$ cat src/rtl/chimera_pmu_pkg.sv
// Shared types and constants for the cluster power-management controller.
package chimera_pmu_pkg;

    localparam int unsigned PmuSettleWidth  = 8;
    localparam int unsigned PmuTimeoutWidth = 16;

    localparam int unsigned PmuTargetOffs = 32'h00;
    localparam int unsigned PmuStatusOffs = 32'h04;
    localparam int unsigned PmuErrOffs    = 32'h08;
    localparam int unsigned PmuDelayOffs  = 32'h0C;

    typedef enum logic [2:0] {
        PMU_OFF,
        PMU_CLK_ON,
        PMU_RST_REL,
        PMU_DEISO,
        PMU_ON,
        PMU_ISO,
        PMU_RST_ASRT,
        PMU_CLK_OFF
    } pmu_state_e;

    typedef struct packed {
        logic rst_n;
        logic clkgate_en;
        logic iso_en;
        logic on;
        logic busy;
    } pmu_outs_t;

    // Moore output decode for a sequencer state.
    function automatic pmu_outs_t pmu_outs(pmu_state_e s);
        pmu_outs_t o;
        o = '{rst_n: 1'b0, clkgate_en: 1'b1, iso_en: 1'b1, on: 1'b0, busy: 1'b1};
        case (s)
            PMU_OFF:      o.busy = 1'b0;
            PMU_CLK_ON:   o.clkgate_en = 1'b0;
            PMU_RST_REL:  begin o.rst_n = 1'b1; o.clkgate_en = 1'b0; end
            PMU_DEISO:    begin o.rst_n = 1'b1; o.clkgate_en = 1'b0; o.iso_en = 1'b0; end
            PMU_ON:       begin
                o.rst_n = 1'b1; o.clkgate_en = 1'b0; o.iso_en = 1'b0;
                o.on = 1'b1; o.busy = 1'b0;
            end
            PMU_ISO:      begin o.rst_n = 1'b1; o.clkgate_en = 1'b0; end
            PMU_RST_ASRT: o.clkgate_en = 1'b0;
            default:      ;
        endcase
        return o;
    endfunction

endpackage

$ cat src/rtl/chimera_pmu_seq.sv
// One cluster's power sequencer: timed settle states, ack waits with timeout.
module chimera_pmu_seq
    import chimera_pmu_pkg::*;
(
    input  logic                       clk,
    input  logic                       rst_n,
    input  logic                       target,
    input  logic [PmuSettleWidth-1:0]  settle,
    input  logic [PmuTimeoutWidth-1:0] timeout,
    input  logic                       iso_ack,
    output logic                       clu_rst_n,
    output logic                       clkgate_en,
    output logic                       iso_en,
    output logic                       on,
    output logic                       busy,
    output logic                       timeout_c
);

    localparam int unsigned CntWidth = PmuTimeoutWidth;

    pmu_state_e          state;
    pmu_outs_t           outs;
    logic [CntWidth-1:0] cnt;
    logic [CntWidth-1:0] lim;
    logic                settled;
    logic                waiting;
    logic                ack_ok;

    assign settled   = (cnt == lim);
    assign waiting   = (state == PMU_DEISO) || (state == PMU_ISO);
    assign ack_ok    = (state == PMU_DEISO) ? !iso_ack : iso_ack;
    // lim holds the captured timeout in wait states; zero disables the timeout
    assign timeout_c = waiting && !ack_ok && (lim != '0) && (cnt == lim - CntWidth'(1));

    assign clu_rst_n  = outs.rst_n;
    assign clkgate_en = outs.clkgate_en;
    assign iso_en     = outs.iso_en;
    assign on         = outs.on;
    assign busy       = outs.busy;

    // Settle/timeout limits are captured on entry so mid-state writes only affect later states.
    always_ff @(posedge clk) begin
        if (!rst_n) begin
            state <= PMU_OFF;
            outs  <= pmu_outs(PMU_OFF);
            cnt   <= '0;
            lim   <= '0;
        end else begin
            cnt <= cnt + CntWidth'(1);
            case (state)
                PMU_OFF: if (target) begin
                    state <= PMU_CLK_ON;   outs <= pmu_outs(PMU_CLK_ON);
                    cnt   <= '0;           lim  <= CntWidth'(settle);
                end
                PMU_CLK_ON: if (settled) begin
                    state <= PMU_RST_REL;  outs <= pmu_outs(PMU_RST_REL);
                    cnt   <= '0;           lim  <= CntWidth'(settle);
                end
                PMU_RST_REL: if (settled) begin
                    state <= PMU_DEISO;    outs <= pmu_outs(PMU_DEISO);
                    cnt   <= '0;           lim  <= timeout;
                end
                PMU_DEISO: if (ack_ok || timeout_c) begin
                    state <= PMU_ON;       outs <= pmu_outs(PMU_ON);
                    cnt   <= '0;
                end
                PMU_ON: if (!target) begin
                    state <= PMU_ISO;      outs <= pmu_outs(PMU_ISO);
                    cnt   <= '0;           lim  <= timeout;
                end
                PMU_ISO: if (ack_ok || timeout_c) begin
                    state <= PMU_RST_ASRT; outs <= pmu_outs(PMU_RST_ASRT);
                    cnt   <= '0;           lim  <= CntWidth'(settle);
                end
                PMU_RST_ASRT: if (settled) begin
                    state <= PMU_CLK_OFF;  outs <= pmu_outs(PMU_CLK_OFF);
                    cnt   <= '0;           lim  <= CntWidth'(settle);
                end
                PMU_CLK_OFF: if (settled) begin
                    state <= PMU_OFF;      outs <= pmu_outs(PMU_OFF);
                    cnt   <= '0;
                end
                default: begin
                    state <= PMU_OFF;      outs <= pmu_outs(PMU_OFF);
                    cnt   <= '0;
                end
            endcase
        end
    end

endmodule

$ cat src/rtl/chimera_pmu_ctrl.sv
// Cluster power-management controller: APB register file plus one sequencer per cluster.
module chimera_pmu_ctrl
    import chimera_pmu_pkg::*;
#(
    parameter int unsigned                NumClusters    = 5,
    parameter int unsigned                AddrWidth      = 12,
    parameter logic [PmuSettleWidth-1:0]  DefaultSettle  = 8'd16,
    parameter logic [PmuTimeoutWidth-1:0] DefaultTimeout = 16'd1024
) (
    input  logic                   clk_i,
    input  logic                   rst_ni,
    input  logic                   apb_psel_i,
    input  logic                   apb_penable_i,
    input  logic                   apb_pwrite_i,
    input  logic [AddrWidth-1:0]   apb_paddr_i,
    input  logic [31:0]            apb_pwdata_i,
    output logic [31:0]            apb_prdata_o,
    output logic                   apb_pready_o,
    output logic                   apb_pslverr_o,
    output logic [NumClusters-1:0] clu_rst_no,
    output logic [NumClusters-1:0] clu_clkgate_en_o,
    output logic [NumClusters-1:0] clu_iso_en_o,
    input  logic [NumClusters-1:0] clu_iso_ack_i,
    output logic                   irq_o
);

    logic                       access;
    logic                       wr;
    logic [AddrWidth-1:0]       word_addr;
    logic                       sel_target, sel_status, sel_err, sel_delay, mapped;
    logic [NumClusters-1:0]     target_q, err_q, err_d, on, busy, tmo;
    logic [PmuSettleWidth-1:0]  settle_q;
    logic [PmuTimeoutWidth-1:0] timeout_q;
    logic                       irq_q;
    logic                       unused_bits;

    assign access     = apb_psel_i & apb_penable_i;
    assign word_addr  = apb_paddr_i & ~AddrWidth'(3);
    assign sel_target = (word_addr == AddrWidth'(PmuTargetOffs));
    assign sel_status = (word_addr == AddrWidth'(PmuStatusOffs));
    assign sel_err    = (word_addr == AddrWidth'(PmuErrOffs));
    assign sel_delay  = (word_addr == AddrWidth'(PmuDelayOffs));
    assign mapped     = sel_target | sel_status | sel_err | sel_delay;
    assign wr         = access & apb_pwrite_i;

    assign apb_pready_o  = 1'b1;
    assign apb_pslverr_o = access & ~mapped;
    assign irq_o         = irq_q;
    assign unused_bits   = ^{apb_paddr_i[1:0], apb_pwdata_i};

    // W1C clear applied first so a same-cycle timeout keeps its bit set.
    always_comb begin
        err_d = err_q;
        if (wr && sel_err) begin
            err_d = err_d & ~apb_pwdata_i[NumClusters-1:0];
        end
        err_d = err_d | tmo;
    end

    always_ff @(posedge clk_i) begin
        if (!rst_ni) begin
            target_q  <= '0;
            err_q     <= '0;
            settle_q  <= DefaultSettle;
            timeout_q <= DefaultTimeout;
            irq_q     <= 1'b0;
        end else begin
            if (wr && sel_target) begin
                target_q <= apb_pwdata_i[NumClusters-1:0];
            end
            if (wr && sel_delay) begin
                settle_q  <= apb_pwdata_i[PmuSettleWidth-1:0];
                timeout_q <= apb_pwdata_i[16 +: PmuTimeoutWidth];
            end
            err_q <= err_d;
            irq_q <= |err_d;
        end
    end

    always_comb begin
        apb_prdata_o = '0;
        if (access && !apb_pwrite_i) begin
            if (sel_target) apb_prdata_o = 32'(target_q);
            if (sel_status) apb_prdata_o = (32'(busy) << 16) | 32'(on);
            if (sel_err)    apb_prdata_o = 32'(err_q);
            if (sel_delay)  apb_prdata_o = {timeout_q, 8'h00, settle_q};
        end
    end

    for (genvar i = 0; i < int'(NumClusters); i++) begin : g_seq
        chimera_pmu_seq u_seq (
            .clk        (clk_i),
            .rst_n      (rst_ni),
            .target     (target_q[i]),
            .settle     (settle_q),
            .timeout    (timeout_q),
            .iso_ack    (clu_iso_ack_i[i]),
            .clu_rst_n  (clu_rst_no[i]),
            .clkgate_en (clu_clkgate_en_o[i]),
            .iso_en     (clu_iso_en_o[i]),
            .on         (on[i]),
            .busy       (busy[i]),
            .timeout_c  (tmo[i])
        );
    end

endmodule

$ cat config.mk
export PLATFORM = sky130hd
export DESIGN_NAME = chimera_pmu_ctrl
export DESIGN_NICKNAME = d
export VERILOG_FILES = /design/src/rtl/chimera_pmu_pkg.sv /design/src/rtl/chimera_pmu_seq.sv /design/src/rtl/chimera_pmu_ctrl.sv
export SDC_FILE = /design/constraint.sdc
export NUM_CORES = 1
export LEC_CHECK = 0
export ABC_CLOCK_PERIOD_IN_PS = 7500
export BUFFER_PORTS_ARGS = -buffer_cell sky130_fd_sc_hd__buf_2
export CAP_MARGIN = 20
export CORE_ASPECT_RATIO = 2
export CORE_MARGIN = 2
export CORE_UTILIZATION = 45
export CTS_CLUSTER_DIAMETER = 200
export DETAILED_ROUTE_END_ITERATION = 8
export MAX_ROUTING_LAYER = met4
export PLACE_DENSITY_LB_ADDON = 0.25
export SETUP_SLACK_MARGIN = 0.02
export SYNTH_ARGS = -nofsm -noshare
export SYNTH_HDL_FRONTEND = slang
export SYNTH_SLANG_ARGS = --single-unit
$ cat constraint.sdc
create_clock -name clk_i -period 7.5 [get_ports clk_i]
set_clock_uncertainty 0.05 [all_clocks]
set_input_delay 1.125 -clock clk_i [delete_from_list [all_inputs] [get_ports clk_i]]
set_output_delay 1.125 -clock clk_i [all_outputs]
set_load 0.05 [all_outputs]
==> metrics <==
number of routed nets with antenna violations=0; sequential fraction of the synthesis area=0.336; Post-Syn Area per Cell=between 8 and 9 um^2; ys flop type=dfxtp_1; class of the worst hold path=flop to flop; clock root cell=clkbuf_16; DRT Wirelength=between 40000 and 50000 um; Final Util=0.490; fin worst setup slack=~2.6 ns; Placed Cells=roughly 2000; CTS resizes=0; most used cell, CP=buf_2; slowest CP cell=or3_1; HPWL Detailed=about 31000 um; setup bufs post-CTS=0; EDFF count, synth=0; drc violations=0; setup violators final=0; final net count=around 1800; CP Class=input port to output pin; Setup Total Neg Slack=0 ns; remaining global-route overflow=0; total power divided by cell area=between 200 and 250 nW/um^2; CTS clock-pin slew for the worst setup and hold paths=approximately 0.060 ns; post-synthesis cell count=1709; via/cell ratio=5.94; outcome=finished, final reports clean; die height=253 um; largest net degree at the start of global routing=59; initial antenna violation count=2; critical path's largest stage delay=between 0.5 and 0.6 ns; Worst Path Max Fanout=14; Peak Freq=approximately 200 MHz; Die W=roughly 130 um; largest area contributor in the netlist=dfxtp_1; WL per Instance=19.8 um; global placer's final weighted congestion=approximately 0.95; Min-Delay Path Depth=2; Fin Hold WS=approximately 0.41 ns; Fill cells=3029; Finished Layout Cells=between 2000 and 2500; max cap viols=0; Ports=~100; number of cell rows=between 90 and 100; worst-skew pair later-pin latency=0.54 ns; commonest cells after routing, fill and taps aside=235 x dfxtp_1, 158 x nor2_1, 152 x nand2_1; CTS tree=yes; die area=approximately 33000 um^2; crit path DAT=3.74 ns; layout cells sized above 1=0.108; critical path, cell by cell=buf_2 -> nor4_1 -> nand2_1 -> or3_1 -> or2_2 -> nor2_1 -> and2_1 -> buf_2; Core Region=roughly 31000 um^2; CP required=6.32 ns; Hold Buf Count CTS=0; Slew Limit Fails=0; wire length of the first global-routing pass=roughly 65000 um; # diodes=0; post-synthesis cell type count=93; GRT Resource Usage Total=0.259; area grow syn2layout=7.73%; worst slew pin tran=roughly 1.0 ns; slew margin rel.=0.312; Crit. End Element=output pin; IO Port Bufs=84; Syn Std Cell Area=around 14000 um^2; Reg area=around 4700 um^2; RSZ-0062 raised after global routing=no; Yosys reg bits=235; Vias=12400; Inserted Clock Buffers=23; WP buf/inv=2; # H-tree levels=1; vias in the first global route=around 12000; Initial Utilization=0.455; pre-CTS setup slack=2.59 ns; commonest non-fill, non-tap cell in the layout=dfxtp_1; initial DRC count=approximately 700; TritonRoute pass-1 iters=5; r2r worst-path depth=9; minimum clock period after layout=4.92 ns; CP top delay family=simple AND/OR/NAND/NOR gates; asr flop ratio synth=0; Synth warnings=0; largest cells by area after synthesis=dfxtp_1 34%, xnor2_1 6.9%, xor2_1 5.8%, mux2i_1 4.9%, nor2_1 4.2%; clk sinks=about 240; final hold viol count=0; maximum VDD drop=0.000140 V; startpoint types=input port; leak pwr=between 5 and 6 nW; Levels on crit path=8; fraction of post-synthesis cell area in the top cell type by area=0.336; final cycle utilization of the critical path=0.655; multi-input logic area=8440 um^2; CTS max path bufs=3
-- cell type report --
type / instances / area share
Multi-Input combinational cell: 1294 / 0.560
Sequential cell: 235 / 0.312
Clock buffer: 28 / 0.0414
Timing Repair Buffer: 99 / 0.0359
Tap cell: 372 / 0.0309
Inverter: 42 / 0.0105
Clock inverter: 13 / 0.00872
-- worst min-delay path, cell delays in order (launching register included) --
cell,delay (ns)
dfxtp_1,0.31
nand2_1,0.05
a21oi_1,0.05
-- cell usage after synthesis, types with 10 or more instances --
cell        n
dfxtp_1   235
clkbuf_1   91
and3_1     35
buf_4      28
nand2b_1   13
nor3b_1    10
ha_1       15
or3_1      10
nand2_1   152
nor2b_1    20
and2_1     27
a22o_1     10
nor4_1     25
nor2_1    158
a31oi_1    16
nand3_1    91
o21ai_0    45
xor2_1     93
xnor2_1   110
inv_1      41
mux2i_1    69
a21oi_1    96
or4_1      15
a211oi_1   31
o211ai_1   12
nand4_1    45
nor3_1     37
buf_2      16
-- state kept, by name, summed over array words and instances, names as in the netlist --
name,flops
g_seq.u_seq.iso_en,5
g_seq.u_seq.clu_rst_n,5
g_seq.u_seq.busy,5
target_q,5
timeout_q,16
settle_q,8
g_seq.u_seq.lim,80
g_seq.u_seq.on,5
g_seq.u_seq.cnt,80
g_seq.u_seq.state,15
err_q,5
irq_o,1
g_seq.u_seq.clkgate_en,5
-- metal layers --
layer	routed length [um]	part of all wire	up-vias	GRT usage
li1	-	-	5989	-
met1	15700	0.38	5892	0.280
met3	1680	0.041	116	0.0222
met4	2290	0.056	0	0.136
met2	21600	0.52	376	0.464
met5	0	0	-	-
-- path summary, 6_finish.rpt --
kind | end | slack [ns] | from
setup reg to reg | g_seq[0].u_seq.cnt[7]$_SDFF_PN0_ | 3.30 | g_seq[0].u_seq.state[2]$_SDFFE_PN0P_
hold / removal | g_seq[1].u_seq.busy$_SDFFE_PN0P_ | 0.41 | g_seq[1].u_seq.busy$_SDFFE_PN0P_
hold reg to reg | g_seq[1].u_seq.busy$_SDFFE_PN0P_ | 0.41 | g_seq[1].u_seq.busy$_SDFFE_PN0P_
setup / recovery | apb_prdata_o[6] | 2.58 | apb_paddr_i[5]
-- through the flow --
stage	power, mW	area, um^2
final	3.27	15100
after global routing	3.43	15100
after CTS	3.30	15100
after detailed placement	2.11	14300
after global placement	2.09	14300
after floorplan	1.95	14000
-- logic make-up after synthesis --
group / share of synthesized area
other: 0.000537
AOI/OAI and AO/OA: 0.152
adders and majority gates: 0.0134
muxes: 0.0590
xor gates and xnor gates: 0.127
and+or+nand+nor: 0.250
buffers and inverters: 0.0619
DFF: 0.336
-- report_power, final --
part	internal, mW	switching, mW	total [mW]
clock network	0.665	0.522	1.19
logic	0.302	0.419	0.721
registers	1.29	0.0768	1.37
total	2.26	1.02	3.27
No activity file was read; power rests on OpenSTA's default activity.
